==> src/rtl/meta_info_reader.sv <==
// Steps the meta-info ROM character index for one project, waits SETTLE_CYCLES per address,
// and streams each byte over valid/ready until a NUL byte or MAX_CHARS characters.
module meta_info_reader #(
    parameter int SETTLE_CYCLES = 8,
    parameter int MAX_CHARS     = 63,
    parameter int IDX_W         = 6
) (
    input  logic             clock,
    input  logic             reset,
    input  logic             start,
    input  logic [IDX_W-1:0] proj_sel,
    output logic [IDX_W-1:0] rom_proj_idx,
    output logic [IDX_W-1:0] rom_chr_idx,
    input  logic [7:0]       rom_chr,
    output logic [7:0]       out_data,
    output logic             out_valid,
    input  logic             out_ready,
    output logic             busy,
    output logic             done,
    output logic [IDX_W-1:0] char_count
);

    localparam int CNT_W = (SETTLE_CYCLES > 1) ? $clog2(SETTLE_CYCLES) : 1;
    localparam logic [CNT_W-1:0] SETTLE_LAST = CNT_W'(SETTLE_CYCLES - 1);
    localparam logic [IDX_W-1:0] LAST_IDX    = IDX_W'(MAX_CHARS - 1);

    typedef enum logic [2:0] {
        IDLE,
        SETTLE,
        SAMPLE,
        EMIT,
        DONE
    } state_t;

    state_t           state, state_nxt;
    logic [CNT_W-1:0] settle_cnt, settle_cnt_nxt;
    logic [IDX_W-1:0] proj_nxt, chr_nxt, count_nxt;
    logic [7:0]       data_nxt;
    logic             valid_nxt;

    always_ff @(posedge clock) begin
        if (reset) begin
            state        <= IDLE;
            settle_cnt   <= '0;
            rom_proj_idx <= '0;
            rom_chr_idx  <= '0;
            out_data     <= '0;
            out_valid    <= 1'b0;
            char_count   <= '0;
            busy         <= 1'b0;
            done         <= 1'b0;
        end else begin
            state        <= state_nxt;
            settle_cnt   <= settle_cnt_nxt;
            rom_proj_idx <= proj_nxt;
            rom_chr_idx  <= chr_nxt;
            out_data     <= data_nxt;
            out_valid    <= valid_nxt;
            char_count   <= count_nxt;
            // busy/done are registered copies of the state being entered
            busy         <= (state_nxt != IDLE);
            done         <= (state_nxt == DONE);
        end
    end

    always_comb begin
        state_nxt      = state;
        settle_cnt_nxt = settle_cnt;
        proj_nxt       = rom_proj_idx;
        chr_nxt        = rom_chr_idx;
        count_nxt      = char_count;
        data_nxt       = out_data;
        valid_nxt      = out_valid;
        unique case (state)
            IDLE: begin
                if (start) begin
                    proj_nxt       = proj_sel;
                    chr_nxt        = '0;
                    count_nxt      = '0;
                    settle_cnt_nxt = '0;
                    state_nxt      = SETTLE;
                end
            end
            SETTLE: begin
                settle_cnt_nxt = settle_cnt + 1'b1;
                if (settle_cnt == SETTLE_LAST) begin
                    state_nxt = SAMPLE;
                end
            end
            SAMPLE: begin
                if (rom_chr == 8'h00) begin
                    state_nxt = DONE;
                end else begin
                    data_nxt  = rom_chr;
                    valid_nxt = 1'b1;
                    state_nxt = EMIT;
                end
            end
            EMIT: begin
                if (out_ready) begin
                    valid_nxt = 1'b0;
                    count_nxt = char_count + 1'b1;
                    if (rom_chr_idx == LAST_IDX) begin
                        state_nxt = DONE;
                    end else begin
                        chr_nxt        = rom_chr_idx + 1'b1;
                        settle_cnt_nxt = '0;
                        state_nxt      = SETTLE;
                    end
                end
            end
            DONE: begin
                state_nxt = IDLE;
            end
            default: begin
                state_nxt = IDLE;
            end
        endcase
    end

endmodule

==> config.mk <==
export PLATFORM = sky130hd
export DESIGN_NAME = meta_info_reader
export DESIGN_NICKNAME = d
export VERILOG_FILES = /design/src/rtl/meta_info_reader.sv
export SDC_FILE = /design/constraint.sdc
export NUM_CORES = 1
export LEC_CHECK = 0
export ABC_CLOCK_PERIOD_IN_PS = 1800
export BUFFER_PORTS_ARGS = -buffer_cell sky130_fd_sc_hd__buf_2
export CAP_MARGIN = 20
export CORE_MARGIN = 3
export CORE_UTILIZATION = 50
export DETAILED_ROUTE_END_ITERATION = 10
export PLACE_DENSITY = 0.8
export SYNTH_ARGS = -nofsm -noshare
export SYNTH_HDL_FRONTEND = slang
export SYNTH_SLANG_ARGS = --single-unit
==> constraint.sdc <==
create_clock -name clock -period 1.8 [get_ports clock]
set_clock_uncertainty 0.1 [all_clocks]
set_input_delay 0.18 -clock clock [delete_from_list [all_inputs] [get_ports clock]]
set_output_delay 0.18 -clock clock [all_outputs]
set_load 0.1 [all_outputs]
# [Yosys cells after proc, flatten, opt, wreduce, memory -nomap -nowiden]
# Cells that the tools add are included.
# W data, S select, Z words.
[totals] elab_cells=54 register_bits=35 output_inout_bits=29 in_bits=18
[classes] n_eq_ne=10 bitwise_logic=1 reduce_logical=12 add_sub_neg=3 n_mux=19
[op_table] op="$mux W3" count=8
[op_table] op="$mux W6" count=4
[op_table] op="$pmux W6 S2" count=2
[op_table] op="$add A6 B1 Y6 const B" count=2
[op_table] op="$pmux W3 S4" count=1
[op_table] op="$pmux W3 S3" count=1
[op_table] op="$logic_not A8 Y1" count=1
[op_table] op="$ne A2 B2 Y1 const B" count=4
[op_table] op="$reduce_and A4 Y1" count=2
[op_table] op="$eq A3 B2 Y1 const B" count=2
[op_table] op="$eq A3 B3 Y1 const B" count=2
[op_table] op="$eq A6 B6 Y1 const B" count=1
[op_table] op="$reduce_and A3 Y1" count=2
[op_table] op="$reduce_bool A3 Y1" count=2
[op_table] op="$reduce_and A2 Y1" count=2
[op_table] op="$reduce_bool A2 Y1" count=2
[op_table] op="$add A3 B1 Y3 const B" count=1
[op_table] op="$eq A3 B1 Y1 const B" count=1
[op_table] op="$logic_not A3 Y1" count=1
[op_table] op="$mux W1" count=2
[op_table] op="$pmux W1 S2" count=1
[op_table] op="$not A1 Y1" count=1

# [Logic depth before layout (Yosys ltp)]
[logic_depth] depth_word=5 mapped_depth=6 ltp_nobuf=6

# [Worst setup path after synthesis]
# No wires, ideal clock.
[synth_path] kind="register to register" from="reg rom_chr_idx[0]" to="reg rom_chr_idx[2]" arrival_ns=2.078 path_slack_ns=-0.499 path_buffers=0 required_time_ns=1.579 setup_time_ns=0.121 synth_period_minus_slack_ns=2.299 path_stages_with_launch=7 cell_sequence="dfxtp_1 > inv_1 > ha_1 > nand2_1 > o21ai_2 > a21oi_1 > mux2_2"
[synth_between] elab_chain_cells=4 word_cells_on_any_way=7 classes_between="add/sub (1); eq/ne (2); mux (3); reduce/logical (1)"
[synth_lines] item="from (decl)" line_no="13" rtl="output logic [IDX_W-1:0] rom_chr_idx,"
[synth_lines] item="from (signal assigned)" line_no="56" rtl="rom_chr_idx <= chr_nxt;"
[synth_lines] item="$add A6 B1 Y6" line_no="106" rtl="chr_nxt = rom_chr_idx + 1'b1;"
[synth_lines] item="$mux W6" line_no="103" rtl="if (rom_chr_idx == LAST_IDX) begin"
[synth_lines] item="$mux W6" line_no="100" rtl="if (out_ready) begin"
[synth_lines] item="$pmux W6 S2" line_no="74" rtl="unique case (state)"
# Several ways; a longest one is shown, not always the timed one. The select of a mux whose other input is x is not followed.
# A chain may end at the register's enable or synchronous reset.

# [Final worst setup path]
[layout_path] from="reg state[0]" to="reg rom_chr_idx[4]"
[layout_between] elab_chain_cells=3 word_cells_on_any_way=8 classes_between="eq/ne (4); mux (1); reduce/logical (3)"
[layout_lines] item="from (decl)" line_no="35" rtl="state_t state, state_nxt;"
[layout_lines] item="from (signal assigned)" line_no="53" rtl="state <= state_nxt;"
[layout_lines] item="$eq A3 B2 Y1 / $logic_not A3 Y1 (equally long branches)" line_no="74"
[layout_lines] item="$ne A2 B2 Y1 (no line) / $reduce_bool A2 Y1 (equally long branches)"
[layout_lines] item="$reduce_and A4 Y1 (no line)"
# Several ways; a longest one is shown, not always the timed one.

==> impl_results.md <==
- Die area: 3900 um^2
- P&R area growth vs syn: 32.3%
- Core Rows: 19
- Post-synthesis adder-cell area fraction: 0.0393
- Number of global-route vias before repair: about 1400
- TritonCTS Sinks: 35
- Post-layout nets: 267
- DRT Pass-1 Iters: 6
- Cell taking the most area after synthesis: dfxtp_1
- Setup Viol. Count Final: 0
- Num CTS Buffers: 5
- Fmax: 587 MHz
- Worst Hold Class: input pin to flop
- Netlist Area Pre-Place: 1590 um^2
- Port Buf Inserts: 46
- Fin crit period: 1700 ps
- Dpl hpwl: 2490 um
- Place WS: -14.3 ps
- Synthesized Nets: 203
- Setup TNS: 0 ps
- Clock latency on the worst-skew pair: 350 ps
- Placed cell area: 1910 um^2
- GRT Total Usage: 0.213
- Mux contribution to synthesized area: 0.0770
- VDD IR max: 0.504 mV
- Fillers: 231
- DRC: 0
- Top-Level Pins: 47
- Largest net degree at the start of global routing: 18
- Simple-gate share of the synthesized area: 0.231
- Synth warnings: 0
- Worst-Margin Slew: 498 ps
- Most common cell after layout, fill and taps aside: buf_2
- Final period util: 0.946
- Hold Vio Cnt, Final: 0
- Syn avg cell area: 8.84 um^2
- Post-route ant nets: 0
- Most frequent cells in the layout: buf_2 (46), nand2_1 (27), dfxtp_1 (25)
- CTS tree: built
- CP max FO: 11
- Crit end category: flop
- Setup crit start kind: flop
- Remaining Overflow, GRT: 0
- RSZ-0062 raised after global routing: no
- Final WS setup: between 90 and 100 ps
- Area of the core: 2900 um^2
- Worst slew margin: 0.671
- Ranking of synthesized cells by area: dfxtp_1 (44%), nand2_1 (6.4%), mux2i_1 (6.3%)
- Die Y: 62.4 um
- CTS Buffer Depth: 2
- Synth Area in XOR/XNOR: 0.0220
- Die Wd: 62.4 um
- Outcome: finished clean
- CP Data Required Time: 1960 ps
- Post-synthesis sequential area ratio: 0.440
- Synth cell types: 36
- Vias: 1517
- Worst-path clk slew: 100 ps
- Starting DRC count in detailed routing: 50
- Slew Limit Fails: 0
- Final instance area: 2110 um^2
- Main combinational cell family by area after synthesis: simple AND/OR/NAND/NOR gates
- Initial Util: 0.549
- CP Class: flop to flop
- Worst Path Arrival: ~1900 ps
- Compound-gate portion of the synthesized area: 0.144
- Share of cells above drive strength 1: 0.335
- Routed len/inst: 13.3 um
- Antenna Cells: 0
- Syn Inst Count: 180
- GPL Wtd Cong: slightly below 0.9
- Area share of the largest cell type after synthesis: 0.440
- Final core occ: 0.726
- Antenna violations before repair: 0
- Clock Tree Root: clkbuf_4
- Leakage power: 0.000889 uW
- Vias per cell: 5.29
- Seq cells post-synth: 35
- Power per cell area: 677 nW/um^2
- First-pass GRT wire length: between 6000 and 7000 um
- H-tree Lvls: 2
- MaxCap Viol Count: 0
- DRT Wirelength: around 3800 um
kinds of logic after synthesis:
family | after synthesis
simple gates | 75
flops | 35
compound gates | 34
buf+inv | 15
mux | 12
fa+ha+maj | 5
xor+xnor | 4
power breakdown:
group          internal [uW]  switching [uW]  total [uW]
Combinational           75.1             148         223
Sequential               781            7.23         788
Clock                    152             262         414
Total                   1010             417        1430
per-layer routing:
metal | vias to the layer above | global-route usage | part of all wire
met3 | 9 | 0.0558 | 0.061
met4 | 0 | 0.129 | 0.030
li1 | 753 | - | -
met1 | 706 | 0.250 | 0.43
met2 | 49 | 0.345 | 0.48
met5 | - | 0 | 0
Yosys cell counts (all sizes together):
library cell   n
nand4          1
or2            1
nor3b          3
and3           1
o21a           2
nand3          5
or3            3
dfxtp         35
mux2           2
or4b           1
inv            4
xor2           4
a22oi          1
nand2         27
or4            2
and4b          1
o2111ai        2
ha             5
nand2b         5
a21oi         17
clkbuf         4
nor4b          1
mux2i         10
o21ai          4
nor2          21
nor3           3
a211oi         4
buf            7
a311oi         4
through the flow:
stage	hold WS [ps]	instances	total power, uW
detailed placement	324	265	998
CTS	72.3	287	1420
finish	86.9	287	1430
floorplan	216	180	949
global placement	324	265	997
global route	84.7	287	1480
flip-flops by register name (all words and copies together), names as in the netlist:
| name | count |
|---|---|
| rom_proj_idx | 6 |
| done | 1 |
| rom_chr_idx | 6 |
| state | 3 |
| settle_cnt | 3 |
| busy | 1 |
| out_data | 8 |
| char_count | 6 |
| out_valid | 1 |
path summary, 6_finish.rpt:
path / start / to / slack, ps / depth (start not counted)
hold reg to reg: rom_proj_idx[4]$_SDFFE_PP0P_ / rom_proj_idx[4]$_SDFFE_PP0P_ / 370 / 2
hold / removal: reset / rom_chr_idx[1]$_SDFFE_PP0P_ / 90 / 2
setup reg to reg: state[0]$_SDFF_PP0_ / rom_chr_idx[4]$_SDFFE_PP0P_ / 100 / 4
setup / recovery: state[0]$_SDFF_PP0_ / rom_chr_idx[4]$_SDFFE_PP0P_ / 100 / 4
critical path, stage by stage (launching register included):
cell and delay [ps]:
dfxtp_1 320, or4b_4 570, buf_6 180, a211oi_2 210
mux2i_1 230
cell type report:
| cell class | instances | area [um^2] | share of cell area |
|---|---|---|---|
| clock buffer | 7 | 45.0 | 0.0214 |
| clock inverter | 1 | 5.00 | 0.00238 |
| inverter | 4 | 15.0 | 0.00713 |
| multi-input combinational | 130 | 828 | 0.393 |
| sequential | 35 | 726 | 0.345 |
| tap | 42 | 52.6 | 0.0250 |
| timing repair buffer | 68 | 434 | 0.206 |
what timing repair did:
item | in CTS | in global routing
endpoints found under the hold margin | 14 | 0
gates resized for setup | 1 | 2
setup buffers | 0 | 0
setup endpoints to repair | 1 | 8
hold buffers | 14 | 0
No activity file was read; power rests on OpenSTA's default activity.
